==> src/rtl/frame_update_scheduler.sv <==
// Latches an MCU-selected frame index at the end of each SPI transaction and
// hands it to the game encoder on a VGA frame boundary, with optional holdoff.
module frame_update_scheduler #(
  parameter int SYNC_STAGES      = 2,
  parameter bit VSYNC_ACTIVE_LOW = 1'b1,
  parameter int HOLDOFF_FRAMES   = 1
) (
  input  logic        VGA_clk,
  input  logic        reset,
  input  logic        ce,
  input  logic [7:0]  spi_data,
  input  logic        v_sync,
  output logic        GAME_new_frame_ready,
  output logic [3:0]  GAME_frame_select,
  output logic        pending,
  output logic [7:0]  drop_count,
  output logic [15:0] commit_count
);

  typedef enum logic [1:0] {
    IDLE       = 2'd0,
    WAIT_FRAME = 2'd1,
    COMMIT     = 2'd2,
    HOLDOFF    = 2'd3
  } state_t;

  localparam logic       VS_INACTIVE = VSYNC_ACTIVE_LOW ? 1'b1 : 1'b0;
  localparam logic [3:0] HOLD_LOAD   = 4'(HOLDOFF_FRAMES);

  state_t                 state_q, state_d;
  logic [SYNC_STAGES-1:0] sync_q, sync_d;
  logic                   ce_prev_q, ce_prev_d;
  logic                   vs_prev_q, vs_prev_d;
  logic [3:0]             staged_q, staged_d;
  logic                   pending_q, pending_d;
  logic [7:0]             drop_q, drop_d;
  logic [15:0]            commit_cnt_q, commit_cnt_d;
  logic [3:0]             hold_q, hold_d;
  logic                   ready_q, ready_d;
  logic [3:0]             sel_q, sel_d;

  logic                   ce_s;
  logic                   capture_s;
  logic                   boundary_s;
  logic                   commit_go_s;
  logic [3:0]             unused_spi_hi_s;

  assign unused_spi_hi_s = spi_data[7:4];

  assign ce_s        = sync_q[SYNC_STAGES-1];
  assign capture_s   = ce_s & ~ce_prev_q;
  assign boundary_s  = VSYNC_ACTIVE_LOW ? (vs_prev_q & ~v_sync) : (~vs_prev_q & v_sync);
  assign commit_go_s = (state_q == WAIT_FRAME) & boundary_s;

  // Next-state and datapath computation for every register
  always_comb begin
    sync_d       = {sync_q[SYNC_STAGES-2:0], ce};
    ce_prev_d    = ce_s;
    vs_prev_d    = v_sync;
    state_d      = state_q;
    hold_d       = hold_q;
    ready_d      = commit_go_s;

    if (capture_s) begin
      staged_d = spi_data[3:0];
    end else begin
      staged_d = staged_q;
    end

    // A capture that lands on the consuming boundary is merged into that commit
    if (commit_go_s) begin
      pending_d = 1'b0;
    end else begin
      pending_d = pending_q | capture_s;
    end

    if (capture_s && pending_q && (drop_q != 8'hFF)) begin
      drop_d = drop_q + 8'd1;
    end else begin
      drop_d = drop_q;
    end

    if (commit_go_s) begin
      commit_cnt_d = commit_cnt_q + 16'd1;
      sel_d        = staged_d;
    end else begin
      commit_cnt_d = commit_cnt_q;
      sel_d        = sel_q;
    end

    case (state_q)
      IDLE: begin
        if (pending_q) begin
          state_d = WAIT_FRAME;
        end else begin
          state_d = IDLE;
        end
      end
      WAIT_FRAME: begin
        if (boundary_s) begin
          state_d = COMMIT;
          hold_d  = HOLD_LOAD;
        end else begin
          state_d = WAIT_FRAME;
        end
      end
      COMMIT: begin
        if (HOLDOFF_FRAMES > 0) begin
          state_d = HOLDOFF;
        end else begin
          state_d = IDLE;
        end
      end
      HOLDOFF: begin
        // Leaving takes a cycle, so the boundary that empties the counter never commits
        if (hold_q == 4'd0) begin
          if (pending_q) begin
            state_d = WAIT_FRAME;
          end else begin
            state_d = IDLE;
          end
        end else if (boundary_s) begin
          hold_d = hold_q - 4'd1;
        end else begin
          hold_d = hold_q;
        end
      end
      default: begin
        state_d = IDLE;
      end
    endcase
  end

  // State and registered outputs
  always_ff @(posedge VGA_clk or posedge reset) begin
    if (reset) begin
      state_q      <= IDLE;
      sync_q       <= {SYNC_STAGES{1'b1}};
      ce_prev_q    <= 1'b1;
      vs_prev_q    <= VS_INACTIVE;
      staged_q     <= 4'd0;
      pending_q    <= 1'b0;
      drop_q       <= 8'd0;
      commit_cnt_q <= 16'd0;
      hold_q       <= 4'd0;
      ready_q      <= 1'b0;
      sel_q        <= 4'd0;
    end else begin
      state_q      <= state_d;
      sync_q       <= sync_d;
      ce_prev_q    <= ce_prev_d;
      vs_prev_q    <= vs_prev_d;
      staged_q     <= staged_d;
      pending_q    <= pending_d;
      drop_q       <= drop_d;
      commit_cnt_q <= commit_cnt_d;
      hold_q       <= hold_d;
      ready_q      <= ready_d;
      sel_q        <= sel_d;
    end
  end

  assign GAME_new_frame_ready = ready_q;
  assign GAME_frame_select    = sel_q;
  assign pending              = pending_q;
  assign drop_count           = drop_q;
  assign commit_count         = commit_cnt_q;

endmodule
==> config.mk <==
export PLATFORM = sky130hd
export DESIGN_NAME = frame_update_scheduler
export DESIGN_NICKNAME = d
export VERILOG_FILES = /design/src/rtl/frame_update_scheduler.sv
export SDC_FILE = /design/constraint.sdc
export NUM_CORES = 1
export LEC_CHECK = 0
export ABC_AREA = 1
export CORE_MARGIN = 2
export CORE_UTILIZATION = 55
export DETAILED_ROUTE_END_ITERATION = 8
export PLACE_DENSITY = 0.84
export SLEW_MARGIN = 15
export SYNTH_ARGS = -nofsm -noshare
export SYNTH_HDL_FRONTEND = slang
export SYNTH_SLANG_ARGS = --single-unit
==> constraint.sdc <==
create_clock -name VGA_clk -period 4.3 [get_ports VGA_clk]
set_clock_uncertainty 0.05 [all_clocks]
set_input_delay 0.86 -clock VGA_clk [delete_from_list [all_inputs] [get_ports VGA_clk]]
set_output_delay 0.86 -clock VGA_clk [all_outputs]
set_load 0.005 [all_outputs]
### Yosys cells after proc, flatten, opt, wreduce, memory -nomap -nowiden

Cells that the tools add are included.

| storage, ports and cells | value |
|---|---|
| flip-flop bits (word level) | 44 |
| bits in latches | 0 |
| RAM bits | 0 |
| ROM bits | 0 |
| output and inout port bits | 30 |
| memories | 0 |

| cells by class | value |
|---|---|
| add/sub/neg operators | 3 |
| multiply operators | 0 |
| divide/modulo/power cells | 0 |
| $lt $le $gt $ge | 0 |
| equal/unequal tests | 8 |
| shifts and indexed selects | 0 |
| muxes and demuxes | 10 |
| bitwise logic cells | 6 |
| reductions and logical operators | 6 |

Operator list:

| kind | number |
|---|---|
| $add 16x1->16 const B | 1 |
| $mux 4 | 4 |
| $add 8x1->8 const B | 1 |
| $ne 2x2->1 const B | 4 |
| $ne 8x8->1 const B | 1 |
| $pmux 2 s4 | 1 |
| $pmux 4 s2 | 1 |
| $eq 2x2->1 const B | 2 |
| $logic_not 4->1 | 1 |
| $mux 2 | 2 |
| $reduce_and 4->1 | 1 |
| $sub 4x1->4 const B | 1 |
| $and 1x1->1 | 3 |
| $eq 2x1->1 const B | 1 |
| $logic_and 1x1->1 | 2 |
| $logic_not 2->1 | 1 |
| $mux 1 | 2 |
| $not 1->1 | 2 |
| $reduce_bool 2->1 | 1 |
| $or 1x1->1 | 1 |

### Logic depth before layout (Yosys ltp)

Gate-level depths: netlist (run 1).

| depth | value |
|---|---|
| depth in word-level cells | 5 |
| gate-level depth with buffers | 8 |

### Worst setup path before layout (run 1)

Ideal clock, no wire load.

| timing path | value |
|---|---|
| path type | input-to-reg |
| from | in v_sync |
| to | reg commit_cnt_q[15] (netlist: commit_count[15]) |
| data arrival time | 1,541 ps |
| required time | 4,127 ps |
| setup slack | 2,586 ps |
| stages on the path | 6 |
| buffers on the path | 0 |
| cells stage by stage | inv_1 > nand3_2 > nor2_4 > nand3_1 > o21ai_0 > nand2_1 |

| between the ends | value |
|---|---|
| cells in the longest elaborated chain, start to end | 3 |

Ends and longest elaborated chain:

| element | RTL line | RTL |
|---|---|---|
| start: declaration | 12 | `input logic v_sync,` |
| $not 1->1 | 52 | `assign boundary_s = VSYNC_ACTIVE_LOW ? (vs_prev_q & ~v_sync) : (~vs_prev_q & v_sync);` |
| $and 1x1->1 | 52 |  |
| $and 1x1->1 | 53 | `assign commit_go_s = (state_q == WAIT_FRAME) & boundary_s;` |
| end signal: assignment | 156 | `commit_cnt_q <= commit_cnt_d;` |
| end: declaration | 37 | `logic [15:0] commit_cnt_q, commit_cnt_d;` |

Every way passes these cells.
A chain may end at the register's enable or synchronous reset.

### Worst setup path after layout (run 1)

| timing path | value |
|---|---|
| from | in v_sync |
| to | reg hold_q[2] |

| between the ends | value |
|---|---|
| cells in the longest elaborated chain, start to end | 4 |
| elaborated cells between the ends (all ways) | 5 |

Ends and longest elaborated chain:

| element | RTL line | RTL |
|---|---|---|
| $not 1->1 * | 52 |  |
| $and 1x1->1 * | 52 |  |
| $ne 2x2->1 (no source line) | n/a |  |
| $reduce_and 4->1 (no source line) * | n/a |  |
| end signal: assignment | 157 | `hold_q <= hold_d;` |
| end: declaration | 38 | `logic [3:0] hold_q, hold_d;` |

Every way passes the cells marked *; elsewhere a longest branch is shown, timed or not.

==> results of run 1 <==
==> how the worst min path moves through the flow <==
stage / end / slack [ns] / cells after the start
CTS: sync_q[1] / 0.31 / 0
floorplan: sync_q[1] / 0.30 / 0
finish: sync_q[1] / 0.31 / 0
detailed placement: sync_q[1] / 0.30 / 0
global placement: sync_q[1] / 0.30 / 0
global route: sync_q[1] / 0.32 / 0
==> flip-flops by register name, summed over array words and instances (netlist names) <==
name                  cells
GAME_frame_select         4
state_q                   2
GAME_new_frame_ready      1
pending                   1
staged_q                  4
drop_count                8
ce_prev_q                 1
vs_prev_q                 1
hold_q                    4
sync_q                    2
commit_count             16
==> layout make-up <==
class | instances | area, um^2
sequential | 44 | 1110
fill | 271 | 1020
multi-input combinational | 171 | 868
timing repair buffer | 38 | 378
inverter | 31 | 116
clock buffer | 5 | 68.8
tap | 48 | 60.1
clock inverter | 3 | 42.5
==> power by group <==
group / internal (mW) / leakage, nW / switching, mW
Combinational: 0.206 / 0.671 / 0.189
Clock: 0.172 / 0.0541 / 0.139
Sequential: 0.502 / 0.563 / 0.0774
==> layout by cell type (no fill, tap or decap) <==
cell type / Yosys / routed
nand2_1: 92 / 92
dfrtp_1: 40 / 40
clkdlybuf4s50_1: 0 / 37
inv_1: 30 / 29
nor2_1: 16 / 16
nand3_1: 14 / 14
xnor2_1: 10 / 10
nand4_1: 7 / 7
ha_1: 6 / 6
o21ai_0: 5 / 5
xor2_1: 5 / 5
clkbuf_8: 0 / 5
dfstp_2: 4 / 4
nand3_2: 2 / 2
inv_2: 1 / 2
nor2_2: 2 / 2
o22ai_1: 2 / 2
nand3b_1: 2 / 2
o21ai_2: 2 / 2
a21oi_1: 1 / 1
nor2_4: 1 / 1
nand2_2: 1 / 1
a22oi_1: 1 / 1
nor3_1: 1 / 1
o21ai_1: 1 / 1
bufinv_16: 0 / 1
clkinvlp_4: 0 / 1
clkinv_2: 0 / 1
buf_4: 0 / 1
==> cells by family after synthesis <==
family / count (synthesis)
compound gates: 12
xor+xnor: 15
buf+inv: 33
flops: 44
fa+ha+maj: 6
simple gates: 138
==> metrics by stage <==
step / cells / hold slack (ns) / instance area, um^2
3_3_place_gp: 332 / 0.296 / 2530
2_1_floorplan: 248 / 0.295 / 2110
3_5_place_dp: 332 / 0.298 / 2530
5_1_grt: 340 / 0.318 / 2640
6_report: 340 / 0.311 / 2640
4_1_cts: 340 / 0.310 / 2640
==> metal layers <==
layer	up-vias	global-route usage	share of wire
met3	5	0.0562	0.051
li1	853	-	-
met5	-	0	0
met4	0	0.107	0.016
met1	794	0.266	0.46
met2	41	0.375	0.47
==> worst max-delay path, delay by kind of cell <==
| kind | cells | cell delay [ns] |
|---|---|---|
| AOI/OAI and AO/OA | 1 | 0.10 |
| buffers and inverters | 3 | 0.85 |
| and+or+nand+nor | 3 | 0.56 |
==> flow_summary.json, run 1 <==
{
  "post-place-ws_ns": 1.71,
  "r2r_cells": 7,
  "fmax_mhz": 443,
  "synth_top_family_by_area": "simple AND/OR/NAND/NOR gates",
  "postCtsHoldBufs": 0,
  "leakagePower_nw": 1.29,
  "crit_type": "in -> reg",
  "syn_avg_cell_area_um2": 8.50,
  "setup_viol": 0,
  "wire_per_inst_um": 12.0,
  "worst_pin_slew_ns": 0.609,
  "clockRootBuffer": "clkbuf_8",
  "endpoint": "hold_q[2]",
  "setup_tns_ns": 0,
  "vias": 1693,
  "grt_max_degree": 31,
  "rrSetupSlack_ns": 2.46,
  "final_core_util": 0.721,
  "synth.most_common_cell": "nand2_1",
  "rr_endpoint": "hold_q[2]",
  "synth_top_area_frac": 0.475,
  "synth-compound-area-share": 0.0344,
  "antenna_found_initial": 0,
  "area_growth_pct": 25.3,
  "drv_cap": 0,
  "cp-start-kind": "input pin",
  "synthXorXnorAreaFrac": 0.0624,
  "viasPerCell": 4.98,
  "finalCritPeriodShare": 0.525,
  "htreeDepth": 2,
  "rows": 22,
  "clockBufferDepth": 2,
  "required_ns": 4.43,
  "diodes": 0,
  "peakVddDrop_uv": 470,
  "endpoint_kind": "flop",
  "crit_fanout": 14,
  "hold_class": "reg -> reg",
  "synth.distinct_cells": 25,
  "hold_start": "sync_q[0]",
  "cts_buffers": 5,
  "firstDrtPassIters": 4,
  "slowest_stage": "clkdlybuf4s50_1",
  "synthMuxAreaShare": 0,
  "die_width_um": 65.9,
  "initial_core_util": 0.576,
  "core_area_um2": 3660,
  "grt.total_usage": 0.223,
  "drc_errors": 0,
  "synthAdderAreaFrac": 0.0356,
  "ant_nets": 0,
  "crit-reg2reg-launch": "state_q[1]",
  "power_mw": 1.28,
  "drive_gt1_frac": 0.0788,
  "finalWeightedCongestion": 0.818,
  "cts_tree": "done",
  "hpwl_um": 2880,
  "power_density_nw_per_um2": 487,
  "clkTransAtPathRegs_ns": 0.08,
  "synthFlopType": "dfrtp_1",
  "post_cts_buffers": 0,
  "drt-initial-drc-count": 117,
  "syn_inst": 248,
  "synth-edff-count": 0,
  "async_reset_ff_frac": 1.00,
  "ctsResizeCount": 0,
  "ys_ff_latch": 44,
  "final_max_slew_viol_count": 0,
  "num-nets-final": 309,
  "ys_top_cells_by_area": "dfrtp_1 (48%), nand2_1 (16%), inv_1 (5.3%)",
  "synth_top_cell_by_area": "dfrtp_1",
  "grt_pass1_vias": 1698,
  "wl_um": 4080,
  "timing.final.ws_setup_ns": 2.04,
  "grt_overflow": 0,
  "rsz0062_at_grt": "no",
  "cts_sinks": 44,
  "ys_warn_count": 0,
  "ys_seq_area_frac": 0.525,
  "worst_skew_pair.late_latency_ns": 0.29,
  "status": "complete, no violations",
  "critPathMostFrequentCell": "nand2_1",
  "critPathLaunch": "v_sync",
  "yosys.area_share.simple": 0.280,
  "die-area_um2": 4340,
  "synthesis.nets": 266,
  "port-buffer-count": 37,
  "slew-limit-headroom": 0.593,
  "synth_common_cells": "nand2_1 (92), dfrtp_1 (40), inv_1 (30), nor2_1 (16), nand3_1 (14)",
  "hold_viol_final": 0,
  "syn_area_um2": 2110,
  "crit_chain": "clkdlybuf4s50_1, inv_1, nand3_2, inv_2, nand2_1, nand2_1, o21ai_0",
  "grt_pass1_wl_um": 7270,
  "die_h_um": 65.9,
  "cp.arrival_ns": 2.38,
  "ios": 42,
  "max_stage_delay_ns": 0.43,
  "period_minus_slack_ns": 2.26
}
Power figures use the tool's default switching activity.
==> inputs of run 2 (changes only) <==
Settings changed: CORE_UTILIZATION 55 to 51, PLACE_DENSITY 0.84 to 0.79.
Clock period 4.3 ns to 2.1 ns, I/O delays scaled along.
==> run 2 against run 1 <==
Against the previous run:
- utilization decreased by 5.3 points
- sequential share of layout area down 0.53 points
- critical path depth decreased by 6
- wire length down 3.4%
- clock-buffer cell count is 1 higher
- clock power is 99% higher
- sequential cell count is the same
- worst setup slack worse by 1.7 ns
- non-clock buffer count up 3
- via count fell by 1.4%
- final area grew 1.3%
- register-to-register slack worse by 2.0 ns
- critical path type is now reg -> out
- largest cell class unchanged
==> flow_summary.json, run 2 (synthesized netlist as in run 1, its figures left out) <==
{
  "cts_buffers": 5,
  "slowest_stage": "clkdlybuf4s50_1",
  "final_core_util": 0.668,
  "power_mw": 2.61,
  "cp.arrival_ns": 1.30,
  "die_h_um": 68.3,
  "peakVddDrop_uv": 591,
  "vias": 1670,
  "ios": 42,
  "die-area_um2": 4660,
  "cts_tree": "done",
  "final_common_cell": "nand2_1",
  "leakagePower_nw": 1.31,
  "ctsResizeCount": 0,
  "finalWeightedCongestion": 0.839,
  "timing.final.ws_setup_ns": 0.326,
  "hold_depth": 0,
  "clkTransAtPathRegs_ns": 0.07,
  "crit-reg2reg-launch": "drop_count[0]",
  "wire_per_inst_um": 11.4,
  "core_area_um2": 4000,
  "setup_tns_ns": 0,
  "wl_um": 3940,
  "rrSetupSlack_ns": 0.46,
  "crit_type": "reg -> out",
  "fmax_mhz": 564,
  "grt_pass1_wl_um": 6530,
  "finalCritPeriodShare": 0.845,
  "r2r_cells": 8,
  "required_ns": 1.63,
  "grt_max_degree": 30,
  "hold_viol_final": 0,
  "max_stage_delay_ns": 0.55,
  "met3_usage": 0.0411,
  "antenna_found_initial": 0,
  "firstDrtPassIters": 4,
  "die_width_um": 68.3,
  "worst_skew_pair.late_latency_ns": 0.29,
  "dpl.cell_count": 337,
  "post-place-ws_ns": 0.287,
  "clockRootBuffer": "clkbuf_8",
  "cp-start-kind": "flop",
  "hold_class": "reg -> reg",
  "area_growth_pct": 26.9,
  "grtUsageMet2": 0.295,
  "mostFrequentLayoutCells": "nand2_1 (92), dfrtp_1 (40), clkdlybuf4s50_1 (37), inv_1 (29), nor2_1 (16)",
  "drc_errors": 0,
  "period_minus_slack_ns": 1.77,
  "port-buffer-count": 37,
  "num-nets-final": 312,
  "htreeDepth": 2,
  "hpwl_um": 2900,
  "viasPerCell": 4.84,
  "grt_overflow": 0,
  "crit_family": "buffers and inverters",
  "initial_core_util": 0.527,
  "final_max_slew_viol_count": 0,
  "cts_sinks": 44,
  "drv_cap": 0,
  "busiest_layer": "met2",
  "endpoint_kind": "primary output",
  "drive_gt1_frac": 0.0814,
  "grt.total_usage": 0.191,
  "rr_endpoint": "drop_count[7]",
  "worst_pin_slew_ns": 0.624,
  "min_to": "sync_q[1]",
  "hold_start": "sync_q[0]",
  "cp_num_buf_inv": 1,
  "clockBufferDepth": 2,
  "rsz0062_at_grt": "no",
  "setup_viol": 0,
  "post_cts_buffers": 0,
  "diodes": 0,
  "drt-initial-drc-count": 104,
  "grt_pass1_vias": 1509,
  "postCtsHoldBufs": 0,
  "power_density_nw_per_um2": 977,
  "crit_fanout": 8,
  "rows": 23,
  "ant_nets": 0,
  "crit_chain": "clkdlybuf4s50_1",
  "largest_reg_flops": 16,
  "status": "complete, no violations",
  "met1_usage": 0.259,
  "fin_cells": 345,
  "slew-limit-headroom": 0.582,
  "fillers": 328
}
run 2: cell count changes in the layout (fill, tap and decap cells not counted):
cell        previous run  this run
buf_12                 0         1
inv_2                  2         1
clkbuf_1               0         1
clkinv_1               0         1
clkinvlp_4             1         0
buf_4                  1         3
run 2: worst max path at each step:
stage	start	to	slack, ns	depth (start not counted)
2_1_floorplan	reset	GAME_frame_select[0]	0.61	1
3_3_place_gp	v_sync	commit_count[15]	0.30	7
3_5_place_dp	v_sync	commit_count[15]	0.29	7
4_1_cts	commit_count[11]	commit_count[11]	0.31	1
5_1_grt	commit_count[11]	commit_count[11]	0.26	1
6_report	commit_count[11]	commit_count[11]	0.33	1
run 2: per-stage QoR:
step,hold WS (ns),area (um^2)
6_report,0.308,2670
5_1_grt,0.316,2670
4_1_cts,0.309,2670
3_5_place_dp,0.298,2570
3_3_place_gp,0.296,2570
2_1_floorplan,0.295,2110
run 2: per-layer routing:
layer	up-vias	wire length (um)	share of wire
li1	867	-	-
met1	762	1930	0.49
met2	36	1770	0.45
met3	5	185	0.047
met4	0	56	0.014
met5	-	0	0
run 2: power breakdown:
group | total, mW | internal (mW) | switching (mW)
Clock | 0.618 | 0.353 | 0.265
Combinational | 0.805 | 0.432 | 0.373
Sequential | 1.19 | 1.03 | 0.162
run 2: area by class of cell:
cell class	instances	area (um^2)	area share
inverter	31	116	0.0435
tap	50	62.6	0.0234
timing repair buffer	41	413	0.154
clock inverter	2	35.0	0.0131
sequential	44	1110	0.414
multi-input combinational	171	868	0.325
clock buffer	6	72.6	0.0271
